==> config.mk <==
export PLATFORM = sky130hd
export DESIGN_NAME = wave_exp
export DESIGN_NICKNAME = d
export VERILOG_FILES = /design/src/rtl/fm_pkg.sv /design/src/rtl/exptab.sv /design/src/rtl/wave_exp.sv
export SDC_FILE = /design/constraint.sdc
export NUM_CORES = 1
export LEC_CHECK = 0
export CORE_ASPECT_RATIO = 0.9
export CORE_MARGIN = 2
export CORE_UTILIZATION = 32
export CTS_CLUSTER_DIAMETER = 200
export DETAILED_ROUTE_END_ITERATION = 8
export PLACE_DENSITY_LB_ADDON = 0.2
export SYNTH_ARGS = -nofsm -noshare
export SYNTH_HDL_FRONTEND = slang
export SYNTH_SLANG_ARGS = --single-unit
==> constraint.sdc <==
create_clock -name clk -period 4.4 [get_ports clk]
set_clock_uncertainty 0.05 [all_clocks]
set_input_delay 0.44 -clock clk [delete_from_list [all_inputs] [get_ports clk]]
set_output_delay 0.44 -clock clk [all_outputs]
set_load 0.005 [all_outputs]
==> src/rtl/fm_pkg.sv <==
`default_nettype none
// ============================================================================
// Module      : fm_pkg
// Description : Shared widths, limits and exponent-table generator for the
//               FM operator datapath.
// Revision    : 1.0
// ============================================================================
package fm_pkg;

    localparam int ISZ       = 16;
    localparam int ESZ       = 10;
    localparam int OSZ       = 12;
    localparam logic [14:0] ATT_MAX = 15'h7FFF;
    localparam int ENV_SHIFT = 3;
    localparam int MANT_BITS = 11;
    localparam int MAX_SHIFT = 11;

    // Integer square root of a Q48 fraction, result in Q48.
    function automatic logic [63:0] isqrt_q48(input logic [63:0] x);
        logic [127:0] n;
        logic [127:0] cand;
        logic [63:0]  y;
        n = {64'd0, x} << 48;
        y = '0;
        for (int b = 47; b >= 0; b--) begin
            cand = {64'd0, (y | (64'd1 << b))};
            if ((cand * cand) <= n)
                y = y | (64'd1 << b);
        end
        return y;
    endfunction

    // round(2048 * 2^(-(idx+1)/256)); 2^(-k/256) is built from the factors
    // 2^(-2^j/256), each obtained by repeated square roots of one half.
    function automatic logic [MANT_BITS-1:0] mant_val(input int idx);
        logic [8:0]   k;
        logic [63:0]  t;
        logic [127:0] acc;
        k   = 9'(idx + 1);
        t   = 64'd1 << 47;
        acc = 128'd1 << 48;
        if (k[8])
            acc = (acc * {64'd0, t}) >> 48;
        for (int j = 1; j <= 8; j++) begin
            t = isqrt_q48(t);
            if (k[8-j])
                acc = (acc * {64'd0, t}) >> 48;
        end
        return MANT_BITS'((acc + (128'd1 << 36)) >> 37);
    endfunction

endpackage
`default_nettype wire

==> src/rtl/exptab.sv <==
`default_nettype none
// ============================================================================
// Module      : exptab
// Description : 256 x 11 synchronous exponent mantissa ROM.
// Revision    : 1.0
// ============================================================================
module exptab
    import fm_pkg::*;
(
    input  logic                 clk,
    input  logic [7:0]           addr,
    output logic [MANT_BITS-1:0] mant
);

    logic [MANT_BITS-1:0] w_tab [256];

    generate
        for (genvar i = 0; i < 256; i++) begin : g_rom
            localparam logic [MANT_BITS-1:0] c_val = mant_val(i);
            assign w_tab[i] = c_val;
        end
    endgenerate

    always_ff @(posedge clk) begin
        mant <= w_tab[addr];
    end

endmodule
`default_nettype wire

==> src/rtl/wave_exp.sv <==
`default_nettype none
// ============================================================================
// Module      : wave_exp
// Description : Log-to-linear conversion of wavetable output with envelope
//               attenuation; fixed 3-cycle pipeline.
// Revision    : 1.0
// ============================================================================
module wave_exp #(
    parameter int ISZ = fm_pkg::ISZ,
    parameter int ESZ = fm_pkg::ESZ,
    parameter int OSZ = fm_pkg::OSZ
) (
    input  logic           clk,
    input  logic           reset,
    input  logic           in_valid,
    input  logic [ISZ-1:0] wave,
    input  logic [ESZ-1:0] env,
    output logic           out_valid,
    output logic [OSZ-1:0] out
);
    import fm_pkg::*;

    // Stage 0: add envelope, saturate
    logic [15:0] w_sum;
    logic [14:0] w_att;
    logic        r_sign0;
    logic        r_v0;
    logic [14:0] r_att0;

    assign w_sum = 16'(wave[ISZ-2:0]) + (16'(env) << ENV_SHIFT);
    assign w_att = (w_sum > {1'b0, ATT_MAX}) ? ATT_MAX : w_sum[14:0];

    always_ff @(posedge clk or posedge reset) begin
        if (reset) begin
            r_v0    <= 1'b0;
            r_sign0 <= 1'b0;
            r_att0  <= '0;
        end else begin
            r_v0 <= in_valid;
            if (in_valid) begin
                r_sign0 <= wave[ISZ-1];
                r_att0  <= w_att;
            end
        end
    end

    // Stage 1: mantissa lookup; ROM reads every cycle, its address holds with att0
    logic [MANT_BITS-1:0] w_mant;
    logic                 r_sign1;
    logic                 r_v1;
    logic [6:0]           r_shift1;

    exptab u_exptab (
        .clk  (clk),
        .addr (r_att0[7:0]),
        .mant (w_mant)
    );

    always_ff @(posedge clk or posedge reset) begin
        if (reset) begin
            r_v1     <= 1'b0;
            r_sign1  <= 1'b0;
            r_shift1 <= '0;
        end else begin
            r_v1 <= r_v0;
            if (r_v0) begin
                r_sign1  <= r_sign0;
                r_shift1 <= r_att0[14:8];
            end
        end
    end

    // Stage 2: barrel shift and apply sign
    logic [MANT_BITS-1:0] w_mag;
    logic [OSZ-1:0]       w_magx;
    logic [OSZ-1:0]       w_out;

    assign w_mag  = (r_shift1 >= 7'(MAX_SHIFT)) ? '0 : (w_mant >> r_shift1);
    assign w_magx = OSZ'(w_mag);
    assign w_out  = r_sign1 ? (~w_magx + 1'b1) : w_magx;

    always_ff @(posedge clk or posedge reset) begin
        if (reset) begin
            out_valid <= 1'b0;
            out       <= '0;
        end else begin
            out_valid <= r_v1;
            if (r_v1)
                out <= w_out;
        end
    end

endmodule
`default_nettype wire

Word-level counts from Yosys, hierarchy flattened. Memory sizes are Yosys's and may differ from the RTL's. A register that Yosys moved wholly into a read port is not among the register bits. Index checks and enable logic that the tools add are counted.

Memory bits (read-only): 2816. Input port bits: 29. Bits in registers: 39. Output and inout port bits: 13. Memories kept: 1. Logic and storage cells: 19.

Bitwise gates (word level): 2. Add/sub/neg operators: 2. Shift operators: 1. Mux-type cells: 3. Magnitude comparators: 2.

Memories: (name not given) (depth 256, bits a word 11, rd ports 1, clocked after Yosys merged registers in 1, write ports 0, RTL line exptab.sv:25) `mant <= w_tab[addr];`.

Operators by type and width (number): 15-bit by 13-bit adder with 16-bit output (1); 16-bit by 15-bit > comparator with 1-bit output, second input constant (1); 15-bit 2-to-1 mux (1); 12-bit by 1-bit adder with 12-bit output, second input constant (1); 12-bit 2-to-1 mux (1); 11-bit NOT with 12-bit output (1); 11-bit 2-to-1 mux (1); 11-bit by 7-bit >> shifter with 11-bit output (1); 8-bit NOT with 9-bit output (1); 7-bit by 4-bit >= comparator with 1-bit output, second input constant (1).

Depth between registers and ports, before layout. Gate-level depths: netlist (run 1).

Word-level depth: 5. Mapped depth: 13. Mapped depth without buffers: 10.

Hierarchy. From an unflattened synthesis (run 1), not the netlist that was laid out.

Cell total of the unflattened synthesis: 694. Area, all modules: 5484.0 um2.

Modules (own cells, without submodules): exptab (area an instance 2782.7 um2, seq. area each 200.2 um2, instances 1, cells each 410); wave_exp (area an instance 2701.3 um2, seq. area each 975.9 um2, instances 1, cells each 284).

Worst setup path before layout (run 1). OpenSTA, ideal clock, no wires.

Kind: register to register. Start point: register r_att0[1]. End point: register u_exptab.mant[2]. Setup slack: 1.287 ns. Setup time: 0.131 ns. Arrival: 2.932 ns. Stages on the path, launching flop included: 12. Required time: 4.219 ns. Period minus slack after synthesis: 3.113 ns. Buffers on the path: 3. Path through: dfrtp_1 > clkbuf_1 > clkbuf_1 > inv_1 > ha_1 > clkbuf_1 > nand2b_1 > o21ai_0 > mux4_2 > mux4_2 > nor2_1 > a21oi_1.

Longest elaborated chain between the ends: 1.

RTL lines: start, declared (RTL line wave_exp.sv:28) `logic [14:0] r_att0;`; start signal, assigned (RTL line wave_exp.sv:42) `r_att0 <= w_att;`; 8-bit NOT with 9-bit output (implied by the code) (RTL line exptab.sv:25); end, declared (RTL line exptab.sv:12) `output logic [MANT_BITS-1:0] mant`.

Every way passes these cells. A chain may end at the register's enable or synchronous reset.

Worst setup path in the final report (run 1).
Start point: register r_att0[0]. End point: register u_exptab.mant[2].

Same word-level chain as after synthesis.

==> out/qor.yml, run 1 <==
clocking:
  cts.root.buffer_cell: "clkbuf_16"
  insertion_delay_ns: 0.29
  cts.clk_slew.worst_paths_ns: 0.07
  cts_sinks: 49
  htree_levels: 2
  postCtsHoldBufs: 0
  cts-buffers-inserted: 5
  cts.repair.resized: 0
  cts_tree: "yes"
  cts_setup_buffers: 0
  cts_max_path_buffers: 2
drt:
  num_vias: 5387
  drt_iter0_drc: 515
  antenna_left: 0
  post_drt_wl_per_cell_um: 17.34
  firstDrtPassIters: 7
  post-route-drc-count: 0
  drt-total-wl_um: 15800
  routed_via_density: 5.913
die:
  die_h_um: 126.4
  core_area_mm2: 0.01619
  die_x_um: 140.0
  num_rows: 44
  dieArea_mm2: 0.01769
  io_pins: 42
  initial_core_util: 0.3289
timing:
  fin_crit_ns: 3.364
  post-route-period-util: 0.7645
  rsz0062_at_grt: "false"
  worstMarginPinSlew_ns: 0.9422
  finalSetupTns_ns: 0
  finalWorstSetupSlack_ns: 1.036
  hold_viol: 0
  finalMaxSlewViolations: 0
  setup_viol: 0
  timing.slew.headroom: 0.3719
  fmax_mhz: 297.3
power_and_ir_drop:
  p_sw_mw: 0.9808
  swShare: 0.4317
  seq_power_share: 0.315
  p_leak_nw: 2.269
  powerDensity_mw_per_mm2: 380.8
  ir_drop_uv: 191.0
  totalPowerFinal_mw: 2.272
  power.share.clock: 0.166
  pwr-share-comb: 0.519
  power.internal_mw: 1.291
yosys:
  synth_edf_count: 0
  ys_async_sr_fraction: 0.7959
  yosysTopAreaCell: "dfrtp_1"
  ys.flop_type: "dfrtp_1"
  syn_area_per_cell_um2: 7.509
  syn_area_mm2: 0.005324
  ys_ff_latch: 49
  yosysWarningCount: 0
  synthCells: 709
  synthTopCellsByCount: "72 x a21oi_1, 72 x o21ai_0, 68 x nand2_1"
  syn_nets: 762
  ys_types: 71
  netlist.area_leader.share: 0.1833
  netlist_top_cells_area: "dfrtp_1 18%, a21oi_1 6.8%, o21ai_0 6.8%"
  synth_seq_area_share: 0.2209
grt:
  grt-ovfl-total: 0
  grt_first_pass_wirelength_um: 26450
  grt_max_degree: 87
  grt_pass1_vias: 5066
  grt_usage: 0.1778
  antenna_found_initial: 0
setup_path:
  critPathKind: "reg -> reg"
  worstPathMaxFanout: 17
  worstSetupStartpointType: "flop"
  worst_ep_required_time_ns: 4.52
  crit_arrival_ns: 3.48
  endpoint_kind: "flop"
finish:
  area_growth_pct: 12.08
  nNetsFinal: 756
  fill_cells: 1713
  layout-drive-gt1-share: 0.07528
  stdcell_count: 911
  fin_util: 0.3687
  antenna_cells: 0
outcome:
  status: "completed"
placement:
  dpl.hpwl_um: 10910
  port_buffers: 41
  dp_cells: 903
  pre_cts_ws_ns: 0.9953
  gp_congestion: 0.8760
worst_hold_path:
  hp-class: "reg -> reg"
run:
  max_cap_viol_count: 0
-- path summary, 6_finish.rpt --
check | startpoint | end | slack [ns] | cells after the start
hold / removal | r_att0[10] | r_shift1[2] | 0.45 | 2
setup reg to reg | r_att0[0] | u_exptab.mant[2] | 1.04 | 8
hold reg to reg | r_att0[10] | r_shift1[2] | 0.45 | 2
min in group asynchronous | reset | r_att0[12] | 0.53 | 3
max in group asynchronous | reset | r_att0[2] | 3.41 | 3
setup / recovery | r_att0[0] | u_exptab.mant[2] | 1.04 | 8
-- flip-flops by register name (all words and copies together), names as in the netlist --
| register | cells |
|---|---|
| r_shift1 | 7 |
| out | 12 |
| r_sign0 | 1 |
| out_valid | 1 |
| r_att0 | 15 |
| u_exptab.mant | 10 |
| r_v1 | 1 |
| r_sign1 | 1 |
| r_v0 | 1 |
-- metal layers --
layer	wire length, µm	vias up	GRT usage
li1	-	2610	-
met1	7918	2582	0.2719
met2	6845	185	0.2646
met3	920	10	0.02945
met4	114	0	0.03353
met5	0	-	0
-- layout by cell type, fill, tap and decap left out, types with 12 or more instances in the layout --
cell	netlist	final
a211oi_1	23	23
nor2_1	61	61
dfrtp_1	39	37
nor3_1	20	20
inv_1	26	26
mux2_2	12	12
a21oi_1	72	72
nor2b_1	13	13
o21ai_0	72	72
clkdlybuf4s50_1	0	41
nand2b_1	20	20
o211ai_1	20	20
nand3_1	16	16
ha_1	23	23
nand2_1	68	68
buf_4	0	12
-- through the flow --
stage	cell area, µm²	hold slack, ns
final	5967	0.4452
after global routing	5967	0.4743
after CTS	5967	0.4520
after detailed placement	5824	0.4335
after global placement	5824	0.4270
after floorplan	5324	0.3302
-- cell families (layout without fill, tap and decap cells) --
logic type | after synthesis | after routing | synth area share
AO/OA/AOI/OAI | 270 | 270 | 0.3342
XOR/XNOR | 14 | 14 | 0.02303
adder cells (fa/ha/maj) | 25 | 25 | 0.05970
buffers and inverters | 93 | 88 | 0.06815
flip-flops | 49 | 49 | 0.2209
multiplexers | 35 | 35 | 0.09683
AND/OR/NAND/NOR | 223 | 223 | 0.1972
-- power by group through the flow --
stage	clock, mW	combinational, mW	sequential (mW)
final	0.377	1.18	0.717
after global routing	0.409	1.30	0.739
after CTS	0.390	1.16	0.715
after detailed placement	0	1.16	0.724
after global placement	0	1.15	0.720
after floorplan	0	0.931	0.622
-- final cells by class --
cell class / count / area, µm² / area share
Sequential cell: 49 / 1179 / 0.1975
Timing Repair Buffer: 53 / 500.5 / 0.08388
Multi-Input combinational cell: 567 / 3785 / 0.6343
Inverter: 27 / 101.3 / 0.01698
Clock buffer: 6 / 128.9 / 0.02160
Clock inverter: 2 / 13.76 / 0.002307
Tap cell: 207 / 259.0 / 0.04341
-- worst max-delay path: stages (launching register included) --
cell	delay [ns]
dfrtp_1	0.64
inv_1	0.27
ha_1	0.71
nand2b_1	0.26
o21ai_0	0.16
mux4_2	0.52
mux4_2	0.48
nor2_1	0.10
a21oi_1	0.05
(Power assumes the default switching activity.)
==> run 2, diff against run 1 <==
clock period = 2.9 ns   (was 4.4 ns; I/O delays follow)
==> run 2 against run 1 <==
Against the previous run:
- sequential power rose by 46%
- flip-flop and latch count did not move
- routed wire length rose by 2.2%
- core utilization rose by 1.9 points
- cell count rose by 3.5%
- count of clock-buffer cells in the layout fell by 1
- hold slack got worse by 0.081 ns
- critical endpoint is now out[9]
==> out/qor.yml, run 2 (synthesis gave the netlist of run 1 again) <==
outcome:
  status: "completed"
run:
  max_cap_viol_count: 0
clocking:
  cts_max_path_buffers: 2
  cts_sinks: 49
  cts.clk_slew.worst_paths_ns: 0.07
  postCtsHoldBufs: 0
  cts.root.buffer_cell: "clkbuf_16"
  htree_levels: 2
  cts_tree: "yes"
  cts-buffers-inserted: 5
  insertion_delay_ns: 0.29
  cts_setup_buffers: 0
  cts.repair.resized: 0
grt:
  grt_first_pass_wirelength_um: 26810
  grt_max_degree: 48
  grt_pass1_vias: 5249
  grt-ovfl-total: 0
  antenna_found_initial: 0
  grt_usage: 0.1814
die:
  initial_core_util: 0.3289
  core_area_mm2: 0.01619
  io_pins: 42
  num_rows: 44
  dieArea_mm2: 0.01769
  die_x_um: 140.0
  die_h_um: 126.4
placement:
  dp_cells: 935
  port_buffers: 41
  pre_cts_ws_ns: -0.01070
  gp_congestion: 0.8975
  dpl.hpwl_um: 11560
finish:
  area_growth_pct: 17.91
  top_regs: "r_att0 x15, out x12, u_exptab.mant x10"
  antenna_cells: 0
  layout-drive-gt1-share: 0.1196
  nNetsFinal: 788
  stdcell_count: 943
  largest_reg_flops: 15
  fill_cells: 1712
  mostFrequentLayoutCells: "72 x o21ai_0, 72 x a21oi_1, 68 x nand2_1"
  regMostFlops: "r_att0"
timing:
  worstMarginPinSlew_ns: 0.9431
  finalSetupTns_ns: 0
  finalWorstSetupSlack_ns: 0.1582
  fmax_mhz: 364.7
  finalMaxSlewViolations: 0
  rsz0062_at_grt: "false"
  fin_hold_ws_ns: 0.3643
  timing.slew.headroom: 0.3713
  fin_crit_ns: 2.742
  post-route-period-util: 0.9454
  hold_viol: 0
  setup_viol: 0
setup_path:
  endpoint_kind: "flop"
  worstPathMaxFanout: 15
  critPathKind: "reg -> reg"
  worst_ep_required_time_ns: 3.03
  crit_arrival_ns: 2.87
  worstSetupStartpointType: "flop"
drt:
  drt_iter0_drc: 548
  routed_via_density: 5.848
  post-route-drc-count: 0
  post_drt_wl_per_cell_um: 17.13
  firstDrtPassIters: 5
  num_vias: 5515
  antenna_left: 0
  drt-total-wl_um: 16150
worst_hold_path:
  hp-class: "in -> async"
power_and_ir_drop:
  ir_drop_uv: 261.8
  powerDensity_mw_per_mm2: 582.7
  p_leak_nw: 2.444
==> run 2: cell count changes in the layout (fill, tap and decap cells not counted), sizes merged <==
cell | before | now
buf | 12 | 44
bufinv | 0 | 1
inv | 27 | 26
clkbuf | 6 | 5
clkinvlp | 0 | 1
==> run 2: power by group <==
group          switching (mW)  leakage, nW  internal (mW)
Combinational            1.05         1.82          0.890
Clock                   0.261       0.0800          0.408
Sequential              0.218        0.547          0.832
==> run 2: worst max-delay path: stages (launching register included) <==
cell and delay [ns]:
dfrtp_1 0.61, buf_4 0.29, nor2b_1 0.07, a2111oi_0 0.52
a2111o_1 0.26, nand4_1 0.19, o41ai_2 0.28, xor2_1 0.10
mux2_2 0.26
==> run 2: metal layers <==
metal  vias up  wire (µm)  global-route usage
met1      2618       7934              0.2670
met3        16        925             0.02794
met2       201       7127              0.2798
met5         -          0                   0
met4         0        164             0.04294
li1       2680          -                   -
==> run 2: worst paths after layout <==
kind / slack (ns) / startpoint / to / cells after the start
max: 0.16 / r_shift1[1] / out[9] / 8
min: 0.36 / reset / r_att0[14] / 3
max reg2reg: 0.16 / r_shift1[1] / out[9] / 8
min reg2reg: 0.45 / r_att0[9] / r_att0[9] / 1
max in group asynchronous: 2.06 / reset / r_att0[3] / 3
min in group clk: 0.45 / r_att0[9] / r_att0[9] / 1
==> run 2: layout make-up <==
class	count	area, µm²	area share
Inverter	27	101.3	0.01615
Timing Repair Buffer	85	778.2	0.1240
Clock buffer	5	125.1	0.01993
Tap cell	207	259.0	0.04126
Multi-Input combinational cell	567	3787	0.6033
Clock inverter	3	46.29	0.007375
Sequential cell	49	1180	0.1880
==> run 2: stage by stage <==
stage / utilization / power (mW) / instance area, µm²
6_report: 0.3878 / 3.658 / 6277
5_1_grt: 0.3878 / 3.923 / 6277
4_1_cts: 0.3876 / 3.655 / 6274
3_5_place_dp: 0.3770 / 2.967 / 6102
3_3_place_gp: 0.3770 / 2.943 / 6102
2_1_floorplan: - / 2.357 / 5328
==> run 3, diff against run 2 <==
CORE_ASPECT_RATIO = 1.4   (was 0.9)
DONT_BUFFER_PORTS = 1   (was unset)
==> run 3 against run 2 <==
Against the previous run:
- the flow now finishes with violations (design-rule violations)
- sequential power about the same
- first-iteration DRC count down 15%
- routed wire length fell by 1.3%
- sequential share of layout area rose by 1.6 points
- cell count is 5.9% lower
- register-to-register slack worse by 0.02 ns
- highest routed layer unchanged
- hold slack lost 0.31 ns
- final area down 7.7%
- combinational power fell by 7%
==> out/qor.yml, run 3 (synthesis gave the netlist of run 1 again) <==
worst_hold_path:
  hp-class: "in -> async"
setup_path:
  worstSetupStartpointType: "flop"
  crit_family: "compound AO/OA/AOI/OAI gates"
  worstPathMaxFanout: 6
  critPathKind: "reg -> reg"
  max_stage_delay_ns: 0.55
  worst_ep_required_time_ns: 3.05
  cpMaxStageDelayCell: "mux4_1"
  worstPathCellList: "mux4_1, and2_1, o311ai_4, ha_1, o211ai_2, o41ai_2, a21oi_1, o221ai_1"
  crit_arrival_ns: 2.91
  cp_num_buf_inv: 0
  endpoint_kind: "flop"
placement:
  port_buffers: 0
  gp_congestion: 0.8532
  dpl.hpwl_um: 11540
  dpl_cell_area_mm2: 0.005622
  dp_cells: 878
timing:
  post-route-period-util: 0.9512
  fin_crit_ns: 2.758
  finalMaxSlewViolations: 0
  worstMarginPinSlew_ns: 0.9797
  rsz0062_at_grt: "false"
  fmax_mhz: 362.5
  hold_viol: 0
  finalSetupTns_ns: 0
  timing.slew.headroom: 0.3461
  setup_viol: 0
drt:
  num_vias: 5270
  firstDrtPassIters: 9
  post-route-drc-count: 5
  drt_iter0_drc: 468
  antenna_left: 0
  drt-total-wl_um: 15940
  routed_via_density: 5.941
  post_drt_wl_per_cell_um: 17.97
finish:
  mostFrequentLayoutCells: "72 x o21ai_0, 72 x a21oi_1, 68 x nand2_1"
  antenna_cells: 0
  regMostFlops: "r_att0"
  stdcell_count: 887
  layout-drive-gt1-share: 0.1177
  nNetsFinal: 740
  fill_cells: 1691
  area_growth_pct: 8.837
  fin_util: 0.3568
  final_cell_area_mm2: 0.005794
  largest_reg_flops: 15
  top_regs: "r_att0 x15, out x12, u_exptab.mant x10"
grt:
  grt-ovfl-total: 0
  grt_max_degree: 87
  grt_usage: 0.1823
  grt_pass1_vias: 5211
  grt_first_pass_wirelength_um: 26600
  antenna_found_initial: 0
die:
  num_rows: 55
  io_pins: 42
  initial_core_util: 0.3278
  core_area_mm2: 0.01624
  die_h_um: 156.6
  die_x_um: 113.0
  dieArea_mm2: 0.01770
run:
  max_cap_viol_count: 0
power_and_ir_drop:
  power.internal_mw: 1.951
  ir_drop_uv: 222.4
  p_leak_nw: 2.246
  totalPowerFinal_mw: 3.442
  p_sw_mw: 1.491
  power.share.clock: 0.169
  swShare: 0.4333
  pwr-share-comb: 0.525
  powerDensity_mw_per_mm2: 594.0
  seq_power_share: 0.306
clocking:
  cts_sinks: 49
  htree_levels: 2
  insertion_delay_ns: 0.30
  cts.root.buffer_cell: "clkbuf_16"
  cts_setup_buffers: 0
  cts.clk_slew.worst_paths_ns: 0.07
  cts_tree: "yes"
  cts_max_path_buffers: 2
  cts-buffers-inserted: 5
outcome:
  status: "finished, violations left"
  violations: "design-rule violations"
-- run 3: layout make-up --
type	instances	area, µm²	area share
tap	199	249.0	0.04297
clock inverter	2	16.27	0.002807
sequential	49	1181	0.2038
clock buffer	6	128.9	0.02224
timing repair buffer	37	317.8	0.05485
inverter	27	101.3	0.01749
multi-input combinational	567	3800	0.6558
-- run 3: what timing repair did --
action                                  in CTS  in global routing
endpoints found under the setup margin       0                  3
hold endpoints to repair                     1                  0
gates resized for setup                      0                  5
hold buffers                                 1                  0
-- run 3: path summary, 6_finish.rpt --
path	startpoint	endpoint	slack [ns]	cells past startpoint
worst max-delay path	r_shift1[0]	out[10]	0.14	8
worst min-delay path	reset	r_sign0	0.06	1
worst max register to register	r_shift1[0]	out[10]	0.14	8
worst min register to register	r_att0[10]	r_shift1[2]	0.43	2
max in group asynchronous	reset	out[8]	1.99	2
min in group clk	in_valid	r_att0[0]	0.06	1
-- run 3: layer usage --
metal,vias to the layer above,routed length [µm],GRT usage
li1,2583,-,-
met1,2528,6788,0.2200
met2,128,8267,0.3365
met3,31,494,0.01898
met4,0,385,0.05807
met5,-,0,0
-- run 3: metrics by stage --
stage          setup WS, ns  hold WS [ns]
2_1_floorplan       0.04900        0.2714
3_3_place_gp         0.1487        0.2743
3_5_place_dp        0.08236        0.2743
4_1_cts             0.04589       0.04603
5_1_grt             0.02376       0.05258
6_report             0.1416       0.05540
-- run 3: power by group through the flow --
stage | Clock, mW | Combinational [mW] | Sequential (mW)
6_report | 0.580 | 1.81 | 1.05
5_1_grt | 0.622 | 2.00 | 1.08
4_1_cts | 0.597 | 1.79 | 1.05
3_5_place_dp | 0 | 1.78 | 1.06
3_3_place_gp | 0 | 1.77 | 1.06
2_1_floorplan | 0 | 1.41 | 0.943
